==> src/rtl/drone_top.sv <==
// drone_top: X-frame quadcopter mixer feeding a per-motor integral speed loop.
// Define DRONE_FAILSAFE_EN to add the fault output that zeroes motors after 3 consecutive bad ticks.
module drone_top #(
    parameter int RPM_MAX    = 12000,
    parameter int DIR_DELTA  = 500,
    parameter int KSHIFT     = 2,
    parameter int UPDATE_DIV = 4,
    parameter int SET_MAX    = 65535
) (
    input  logic               clk,
    input  logic               resetn,
    input  logic signed [15:0] altcmd,
    input  logic        [2:0]  dircmd,
    input  logic signed [15:0] rpm_sense [3:0],
`ifdef DRONE_FAILSAFE_EN
    output logic               fault,
`endif
    output logic        [15:0] mot_set [3:0]
);
    localparam int CW = $clog2(UPDATE_DIV + 1);
    localparam logic signed [17:0] D18   = 18'(DIR_DELTA);
    localparam logic signed [17:0] MAX18 = 18'(RPM_MAX);
    localparam logic signed [18:0] SMAX  = 19'(SET_MAX);

    logic [CW-1:0] cnt;
    logic tick;
    logic kill;
    logic [3:0] plus;
    logic dir_en;
    logic signed [17:0] base;
    logic signed [17:0] mix [3:0];
    logic [15:0] tgt_n [3:0];
    logic [15:0] tgt [3:0];
    logic signed [17:0] err [3:0];
    logic signed [17:0] step [3:0];
    logic signed [18:0] sum [3:0];
    logic [15:0] nxt [3:0];

    assign tick   = cnt == CW'(UPDATE_DIV - 1);
    assign dir_en = (dircmd != 3'd0) && (dircmd != 3'd7);
    assign base   = altcmd[15] ? 18'sd0 : $signed({2'b00, altcmd});

    // plus[i] set: motor i gets +D, otherwise -D (only when dir_en)
    always_comb begin
        plus = 4'b0000;
        case (dircmd)
            3'd1:    plus = 4'b1100;
            3'd2:    plus = 4'b0011;
            3'd3:    plus = 4'b0110;
            3'd4:    plus = 4'b1001;
            3'd5:    plus = 4'b1010;
            3'd6:    plus = 4'b0101;
            default: plus = 4'b0000;
        endcase
    end

    always_comb begin
        for (int i = 0; i < 4; i++) begin
            mix[i]   = base + (!dir_en ? 18'sd0 : plus[i] ? D18 : -D18);
            tgt_n[i] = mix[i][17] ? 16'd0 : mix[i] > MAX18 ? MAX18[15:0] : mix[i][15:0];
            err[i]   = $signed({2'b00, tgt[i]}) - $signed({{2{rpm_sense[i][15]}}, rpm_sense[i]});
            step[i]  = err[i] >>> KSHIFT;
            sum[i]   = $signed({3'b000, mot_set[i]}) + $signed({step[i][17], step[i]});
            nxt[i]   = sum[i][18] ? 16'd0 : sum[i] > SMAX ? SMAX[15:0] : sum[i][15:0];
        end
    end

`ifdef DRONE_FAILSAFE_EN
    logic [1:0] bad;
    logic any_neg;
    assign any_neg = rpm_sense[0][15] | rpm_sense[1][15] | rpm_sense[2][15] | rpm_sense[3][15];
    // kill covers the tripping tick itself so motors drop in the same edge fault rises
    assign kill = fault | (tick & any_neg & (bad == 2'd2));
    always_ff @(posedge clk) begin
        if (resetn) begin
            bad   <= 2'd0;
            fault <= 1'b0;
        end else begin
            if (tick) bad <= any_neg ? bad + 2'd1 : 2'd0;
            fault <= kill;
        end
    end
`else
    assign kill = 1'b0;
`endif

    always_ff @(posedge clk) begin
        if (resetn) begin
            cnt <= '0;
            for (int i = 0; i < 4; i++) begin
                tgt[i]     <= 16'd0;
                mot_set[i] <= 16'd0;
            end
        end else begin
            cnt <= tick ? '0 : cnt + CW'(1);
            for (int i = 0; i < 4; i++) begin
                tgt[i] <= tgt_n[i];
                if (kill) mot_set[i] <= 16'd0;
                else if (tick) mot_set[i] <= nxt[i];
            end
        end
    end
endmodule

==> config.mk <==
export PLATFORM = sky130hd
export DESIGN_NAME = drone_top
export DESIGN_NICKNAME = d
export VERILOG_FILES = /design/src/rtl/drone_top.sv
export SDC_FILE = /design/constraint.sdc
export NUM_CORES = 1
export LEC_CHECK = 0
export CAP_MARGIN = 20
export CORE_MARGIN = 8
export CORE_UTILIZATION = 29
export CTS_CLUSTER_DIAMETER = 60
export DETAILED_ROUTE_END_ITERATION = 6
export SYNTH_ARGS = -nofsm -noshare
export SYNTH_HDL_FRONTEND = slang
export SYNTH_SLANG_ARGS = --single-unit
==> constraint.sdc <==
create_clock -name clk -period 4.6 [get_ports clk]
set_input_delay 0.46 -clock clk [delete_from_list [all_inputs] [get_ports clk]]
set_output_delay 0.46 -clock clk [all_outputs]
set_load 0.05 [all_outputs]
-- After elaboration in Yosys (flattened, before gate mapping)
Memory sizes are Yosys's and may differ from the RTL's.
Cells that the tools add are included.
- memories: 1
- input bits: 85
- logic and storage cells: 75
- register bits after elaboration: 67
- output and inout port bits: 64
- RAM bits: 64
- memory list (name ; depth ; bits a word ; read ports ; clocked after memory_dff ; write ports ; line ; RTL):
    tgt ; 4 ; 16 ; 4 ; 0 ; 4 ; 33 ; logic [15:0] tgt [3:0];
- $add $sub $neg: 13
- reductions and logical operators: 3
- multiplexer cells: 33
- magnitude comparators: 8
- equality and inequality tests: 8
- bitwise logic cells: 4
- operators with widths (cell ; count):
    $mux W16 ; 20
    $mux W18 ; 8
    $add A16 B18 Y18 ; 4
    $add A17 B16 Y18 ; 4
    $gt A18 B15 Y1 const B ; 4
    $gt A18 B17 Y1 const B ; 4
    $sub A17 B16 Y18 ; 4
    $pmux W4 S6 ; 1
    $mux W15 ; 1
    $eq A3 B2 Y1 const B ; 3
    $eq A3 B3 Y1 const B ; 3
    $or A1 B1 Y1 ; 4
    $add A3 B1 Y3 const B ; 1
    $eq A3 B1 Y1 const B ; 1
    $mux W1 ; 3
    $ne A3 B3 Y1 const B ; 1
    $reduce_bool A3 Y1 ; 1
    $reduce_or A2 Y1 ; 1
    $logic_and A1 B1 Y1 ; 1

-- Longest topological paths before layout
Gate-level depths: netlist of the first run.
- word-level depth: 9
- gate-level depth with buffers: 24
- gate-level depth less buffers: 23

-- Worst setup path before layout of the first run
Ideal clock, no wire load.
- path type: input-to-reg
- start: input rpm_sense[50] (netlist bit)
- end: register mot_set[56] (netlist bit)
- buffers on the path: 1
- cell stages on the path: 22
- slack: -322 ps
- data required time: 4539 ps
- data arrival time: 4861 ps
- setup time: 61 ps
- path through: inv_1 > ha_1 > a21o_1 > a31o_1 > a221o_2 > a31oi_4 > and2b_2 > o21a_1 > nor2_1 > xnor2_1 > ha_1 > a21oi_1 > nor2_1 > a21oi_1 > o31ai_1 > o41ai_1 > nor2b_1 > o221a_2 > or3_4 > a21oi_4 > buf_6 > a221o_1
- word-level cells in the longest chain between the ends: 5
- RTL lines (element ; line ; RTL):
    start, declared ; 14 ; input logic signed [15:0] rpm_sense [3:0],
    $sub A17 B16 Y18 (*) ; 61 ; err[i] = $signed({2'b00, tgt[i]}) - $signed({{2{rpm_sense[i][15]}}, rpm_sense[i]});
    $add A17 B16 Y18 (*) ; 63 ; sum[i] = $signed({3'b000, mot_set[i]}) + $signed({step[i][17], step[i]});
    $gt A18 B17 Y1 ; 64 ; nxt[i] = sum[i][18] ? 16'd0 : sum[i] > SMAX ? SMAX[15:0] : sum[i][15:0];
    $mux W16 ; 64 ;
    $mux W16 (*) ; 64 ;
    end signal, assigned by index ; 99 ; else if (tick) mot_set[i] <= nxt[i];
    end, declared ; 18 ; output logic [15:0] mot_set [3:0]
Every way passes the cells marked *; elsewhere a longest branch is shown, timed or not.
A chain may end at the register's enable or synchronous reset.

-- Final worst setup path of the first run
- start: input rpm_sense[53] (netlist bit)
- end: register mot_set[59] (netlist bit)
Same word-level chain as after synthesis.

==> impl_metrics.json, run 1 <==
{
  "cts.path.max_buffers": 2,
  "clkLatencyLatePin_ns": 0.45,
  "ys_ff_latch": 131,
  "post-route-util_pct": 40.6,
  "synth_edf_count": 0,
  "grt_pass1_vias": 12200,
  "drt_iter0_markers": 698,
  "die_w_um": 223,
  "hold_class": "flip-flop to flip-flop",
  "crit_type": "primary input to flip-flop",
  "wl_per_cell_um": 15.2,
  "cts.sinks": 131,
  "cts_buffers": 17,
  "ir_drop_mv": 0.251,
  "r2r_slack_ns": -0.11,
  "start_util_pct": 29.5,
  "grt_max_degree": 33,
  "yosysSeqAreaShare_pct": 21.2,
  "totalWireLength_mm": 37.5,
  "synth_top_cell_area_share_pct": 21.2,
  "setup_viol": 16,
  "yosys_warnings": 0,
  "violations": "setup timing",
  "cts_tree": "built",
  "worst_pin_slew_ns": 0.768,
  "nFillCells": 4230,
  "ant_nets": 0,
  "drive_gt1_share_pct": 16.6,
  "path_max_fanout": 5,
  "maxSlewViolCount": 0,
  "maxSlewHeadroom_pct": 48.3,
  "setup-tns-final_ns": -0.763,
  "cap_violations": 0,
  "overflow": 0,
  "area_delta_synth_final_pct": 37.7,
  "max_freq_mhz": 212,
  "powerDensity_nw_per_um2": 293,
  "die-area_sq_um": 49600,
  "synth_flop_cell": "dfxtp_1",
  "cp.required_ns": 4.99,
  "drc": 0,
  "min_period_ns": 4.71,
  "vias": 12200,
  "fin_nets": 2195,
  "worst-r2r-cell-count": 24,
  "post-synth-top-area-cell": "dfxtp_1",
  "cts_root_buffer": "clkbuf_16",
  "setup_ws_ns": -0.114,
  "num_rows": 75,
  "diodes": 0,
  "cp.arrival_ns": 5.11,
  "fin_crit_sh_pct": 102,
  "viasPerCell": 4.97,
  "antenna_found_initial": 1,
  "run_status": "complete, but fails checks",
  "hold_buffers": 0,
  "reg2reg_from": "tgt[3][2]$_SDFF_PP0_",
  "r2r_end": "mot_set[59]$_SDFFE_PP0P_",
  "multi_input_area_sq_um": 9470,
  "port_buffers": 148,
  "place_ws_ns": -0.914,
  "syn_inst": 1552,
  "track_usage_pct": 14.8,
  "cts_max_level": 4,
  "p_leak_nw": 7.96,
  "ys_async_sr_fraction_pct": 0,
  "crit_path_start_kind": "primary input",
  "gp_congestion": 0.845,
  "critPathLaunch": "rpm_sense[53]",
  "io_pins": 149,
  "netlist_area_sq_um": 12400,
  "finalHoldViolations": 0,
  "regArea_sq_um": 2630,
  "grt_pass1_wl_mm": 60.3,
  "rsz0062_at_grt": "yes",
  "layout_commonest_cell": "buf_4",
  "worstSetupEndpoint": "mot_set[59]$_SDFFE_PP0P_",
  "synthTopCellsByArea": "dfxtp_1 (21%), ha_1 (19%), xnor2_1 (5.6%)",
  "end_kind": "flip-flop",
  "design.core.area_sq_um": 42000,
  "dpl.hpwl_mm": 30.8,
  "clock_skew_ns": 0.0142,
  "ys_types": 92,
  "clk_pin_slew_ns": 0.06,
  "fp.dieH_um": 223,
  "drt-pass1-iter-count": 5,
  "final_cell_mix": "buf_4 (201), ha_1 (186), clkdlybuf4s50_1 (142), nor2_1 (137), dfxtp_1 (129)",
  "syn_avg_cell_area_sq_um": 7.98
}
-- synth_stat cells, types with 28 or more instances --
library cell / instances
a21o_1: 28
a21oi_1: 103
dfxtp_1: 131
ha_1: 191
inv_1: 126
nand2_1: 109
nand2b_1: 32
nor2_1: 146
nor2b_1: 37
nor3_1: 67
o21a_1: 38
o21ai_0: 61
xnor2_1: 79
xor2_1: 45
-- cell families after synthesis --
group | after synthesis | synth area share [%]
compound gates | 427 | 23.7
xor+xnor | 124 | 8.77
fa+ha+maj | 199 | 20.6
buf+inv | 152 | 4.79
flops | 131 | 21.2
mux | 4 | 0.333
other cells | 1 | 0.0303
simple gates | 514 | 20.6
-- flip-flops by register name, indices dropped and copies added (netlist names) --
name and flops:
cnt 3, mot_set 64, tgt 64
-- power by group --
group          internal [W]  switching (W)
logic               0.00108        0.00119
registers           0.00121      0.0000438
clock network      0.000936       0.000534
total               0.00323        0.00176
-- layout make-up --
cell class | instances | area share (%)
clock buffer | 24 | 3.00
clock inverter | 8 | 0.712
inverter | 126 | 2.85
multi-input combinational | 1276 | 55.5
sequential | 131 | 15.4
tap | 539 | 3.95
timing repair buffer | 359 | 18.6
-- worst max-delay path, cell delays in order --
cell	delay, ns
clkdlybuf4s50_1	0.45
inv_1	0.07
ha_1	0.30
buf_4	0.14
a221o_2	0.39
a31oi_4	0.15
and2b_2	0.24
o21a_1	0.19
nor2_2	0.11
nor2b_1	0.06
nor2_1	0.11
xnor2_1	0.13
ha_1	0.27
nand2_2	0.10
nor2_2	0.04
a21oi_2	0.14
o31ai_4	0.10
o41ai_2	0.34
nor2b_1	0.11
o221a_2	0.30
or3_4	0.35
a21oi_4	0.23
buf_12	0.15
buf_16	0.10
a221o_1	0.10
-- worst min path at each step --
stage	cells after the start	slack (ns)	end	from
2_1_floorplan	1	0.40	cnt[0]$_SDFF_PP0_	cnt[0]$_SDFF_PP0_
3_3_place_gp	1	0.42	cnt[0]$_SDFF_PP0_	cnt[0]$_SDFF_PP0_
3_5_place_dp	1	0.42	cnt[0]$_SDFF_PP0_	cnt[0]$_SDFF_PP0_
4_1_cts	1	0.44	cnt[0]$_SDFF_PP0_	cnt[0]$_SDFF_PP0_
5_1_grt	1	0.46	cnt[0]$_SDFF_PP0_	cnt[0]$_SDFF_PP0_
6_report	1	0.44	cnt[0]$_SDFF_PP0_	cnt[0]$_SDFF_PP0_
-- per-layer routing --
metal	part of all wire [%]	GRT usage (%)
met5	0	0
met4	2.2	5.14
met3	4.0	2.50
met2	47	25.4
met1	47	18.6
-- stage by stage --
| step | area, sq um | power (W) | cells | hold slack (ns) |
|---|---|---|---|---|
| global route | 17100 | 0.00535 | 2463 | 0.456 |
| finish | 17100 | 0.00500 | 2463 | 0.443 |
| floorplan | 12500 | 0.00271 | 1559 | 0.404 |
| detailed placement | 16000 | 0.00348 | 2414 | 0.421 |
| CTS | 16800 | 0.00499 | 2454 | 0.437 |
| global placement | 16000 | 0.00343 | 2414 | 0.415 |
-- timing repair --
item | in CTS | in global routing
resized for setup | 12 | 55
buffers inserted | 7 | 10
gates cloned | 1 | 1
pin swaps | 3 | 25
setup endpoints to repair | 16 | 64
No activity file was read; power rests on OpenSTA's default activity.
==> run 2, diff against run 1 <==
--- a/config.mk
+++ b/config.mk
@@ -10,6 +10,7 @@
 export CORE_UTILIZATION = 29
 export CTS_CLUSTER_DIAMETER = 60
 export DETAILED_ROUTE_END_ITERATION = 6
+export GPL_ROUTABILITY_DRIVEN = 0
 export SYNTH_ARGS = -nofsm -noshare
 export SYNTH_HDL_FRONTEND = slang
 export SYNTH_SLANG_ARGS = --single-unit
==> results of run 2 <==
Same layout as run 1: the final DEF is identical, and so are final timing and power.
==> run 3, diff against run 2 <==
==> constraint.sdc (replaced) <==
create_clock -name clk -period 4.54 [get_ports clk]
set_input_delay 0.454 -clock clk [delete_from_list [all_inputs] [get_ports clk]]
set_output_delay 0.454 -clock clk [all_outputs]
set_load 0.05 [all_outputs]
==> impl_metrics.json, run 3 (synthesis results as in run 1) <==
{
  "p_sw_share_pct": 36.2,
  "final_cell_mix": "buf_4 (208), ha_1 (181), clkdlybuf4s50_1 (140), nor2_1 (136), dfxtp_1 (129)",
  "power_w": 0.00502,
  "cp.buffers_inverters": 1,
  "regArea_sq_um": 2630,
  "grt_pass1_vias": 12300,
  "cp.arrival_ns": 4.85,
  "cts_tree": "built",
  "end_kind": "flip-flop",
  "port_buffers": 148,
  "dpl.hpwl_mm": 30.9,
  "diodes": 0,
  "pwr-share-seq_pct": 25.5,
  "finalHoldViolations": 0,
  "rsz0062_at_grt": "yes",
  "totalWireLength_mm": 37.8,
  "grt_max_degree": 33,
  "crit_chain": "ha_4 -> a21o_1 -> a31o_4 -> a221o_2 -> a31oi_4 -> and2b_2 -> o21a_1 -> nor2_2 -> nor2b_1 -> nor2_1 -> xnor2_1 -> ha_1 -> nand2_2 -> nor2_2 -> a21oi_2 -> o31ai_4 -> o41ai_2 -> nor2b_1 -> o221a_2 -> or3_4 -> a21oi_4 -> buf_12 -> a221o_1",
  "fp.dieH_um": 223,
  "die-area_sq_um": 49600,
  "clk_pin_slew_ns": 0.06,
  "drive_gt1_share_pct": 18.0,
  "num_rows": 75,
  "hold_class": "flip-flop to flip-flop",
  "largestRegisters": "mot_set: 64 flops, tgt: 64 flops, cnt: 3 flops",
  "cp_slowest_cell": "a221o_2",
  "multi_input_area_sq_um": 9610,
  "fin_crit_sh_pct": 98.3,
  "drc": 0,
  "cp.required_ns": 4.93,
  "clock_skew_ns": 0.00681,
  "drt_iter0_markers": 590,
  "path_max_fanout": 10,
  "clkLatencyLatePin_ns": 0.45,
  "cts.path.max_buffers": 2,
  "worst_pin_slew_ns": 0.809,
  "start_util_pct": 29.5,
  "die_w_um": 223,
  "fin_nets": 2204,
  "viasPerCell": 4.93,
  "cp_num_cells": 23,
  "cts_buffers": 17,
  "design.core.area_sq_um": 42000,
  "vias": 12200,
  "maxSlewViolCount": 0,
  "wl_per_cell_um": 15.3,
  "max_freq_mhz": 224,
  "power_frac_clock_pct": 27.7,
  "place_ws_ns": -0.949,
  "grt_pass1_wl_mm": 60.6,
  "r2r_slack_ns": 0.08,
  "p_sw_w": 0.00182,
  "setup_viol": 0,
  "layout_commonest_cell": "buf_4",
  "hold_buffers": 0,
  "crit_type": "flip-flop to flip-flop",
  "powerDensity_nw_per_um2": 291,
  "combPwrFrac_pct": 46.8,
  "cap_violations": 0,
  "drt-pass1-iter-count": 5,
  "overflow": 0,
  "min_path_cells": 1,
  "maxSlewHeadroom_pct": 46.0,
  "ir_drop_mv": 0.250,
  "run_status": "completed",
  "p_int_w": 0.00320,
  "p_leak_nw": 8.01,
  "area_delta_synth_final_pct": 39.0,
  "critPathTopFamily": "compound AO/OA/AOI/OAI gates",
  "nFillCells": 4173,
  "ant_nets": 0,
  "critical_path.max_stage_delay_ns": 0.37,
  "antenna_found_initial": 0,
  "cts.sinks": 131,
  "cts_max_level": 4,
  "setup_ws_ns": 0.0759,
  "min_period_ns": 4.46,
  "crit_path_start_kind": "flip-flop",
  "cts_root_buffer": "clkbuf_16",
  "track_usage_pct": 15.0,
  "io_pins": 149,
  "worst-r2r-cell-count": 23
}
-- run 3: cell count changes in the layout (fill, tap and decap cells not counted), sizes merged --
cell and change:
clkbuf -2, clkinvlp +2, clkdlybuf4s50 -2, bufinv -1, clkinv +1, dlymetal6s2s +2, buf +8
-- run 3: path summary, 6_finish.rpt --
path                             start                  endpoint
setup / recovery  tgt[3][2]$_SDFF_PP0_  mot_set[61]$_SDFFE_PP0P_
hold reg to reg      cnt[0]$_SDFF_PP0_         cnt[0]$_SDFF_PP0_
hold / removal       cnt[0]$_SDFF_PP0_         cnt[0]$_SDFF_PP0_
setup reg to reg  tgt[3][2]$_SDFF_PP0_  mot_set[61]$_SDFFE_PP0P_
-- run 3: power groups by stage --
stage	registers, W	clock network, W	logic, W
final	0.00128	0.00139	0.00235
after floorplan	0.00135	0	0.00139
after CTS	0.00128	0.00143	0.00227
after global routing	0.00129	0.00148	0.00261
after detailed placement	0.00130	0	0.00225
after global placement	0.00130	0	0.00220
-- run 3: repair_timing --
action                                  CTS  global route
gates cloned                              0             1
setup buffers                             3             7
endpoints found under the setup margin   17            64
gates resized for setup                   9            80
pin swaps                                 3            27
-- run 3: per-stage QoR --
| step | TNS [ns] | util, % | instances | hold WS [ns] | area (sq um) |
|---|---|---|---|---|---|
| 3_5_place_dp | -33.04 | 38.4 | 2429 | 0.424 | 16100 |
| 5_1_grt | -3.56 | 41.0 | 2471 | 0.467 | 17200 |
| 4_1_cts | 0 | 39.9 | 2463 | 0.430 | 16800 |
| 2_1_floorplan | -1.14 | - | 1559 | 0.404 | 12500 |
| 3_3_place_gp | -28.24 | 38.4 | 2429 | 0.415 | 16100 |
| 6_report | 0 | 41.0 | 2471 | 0.429 | 17200 |
-- run 3: area by class of cell --
class,instances,area share (%)
clock buffers,21,2.73
clock inverters,10,0.625
inverters,126,2.82
multi-input cells,1276,55.8
well taps,539,3.92
repair buffers,368,18.8
flip-flops and latches,131,15.3
-- run 3: layer usage --
layer,GRT usage (%),part of all wire (%)
met4,4.29,1.7
met5,0,0
met1,18.7,47
met2,25.7,48
met3,3.28,3.8
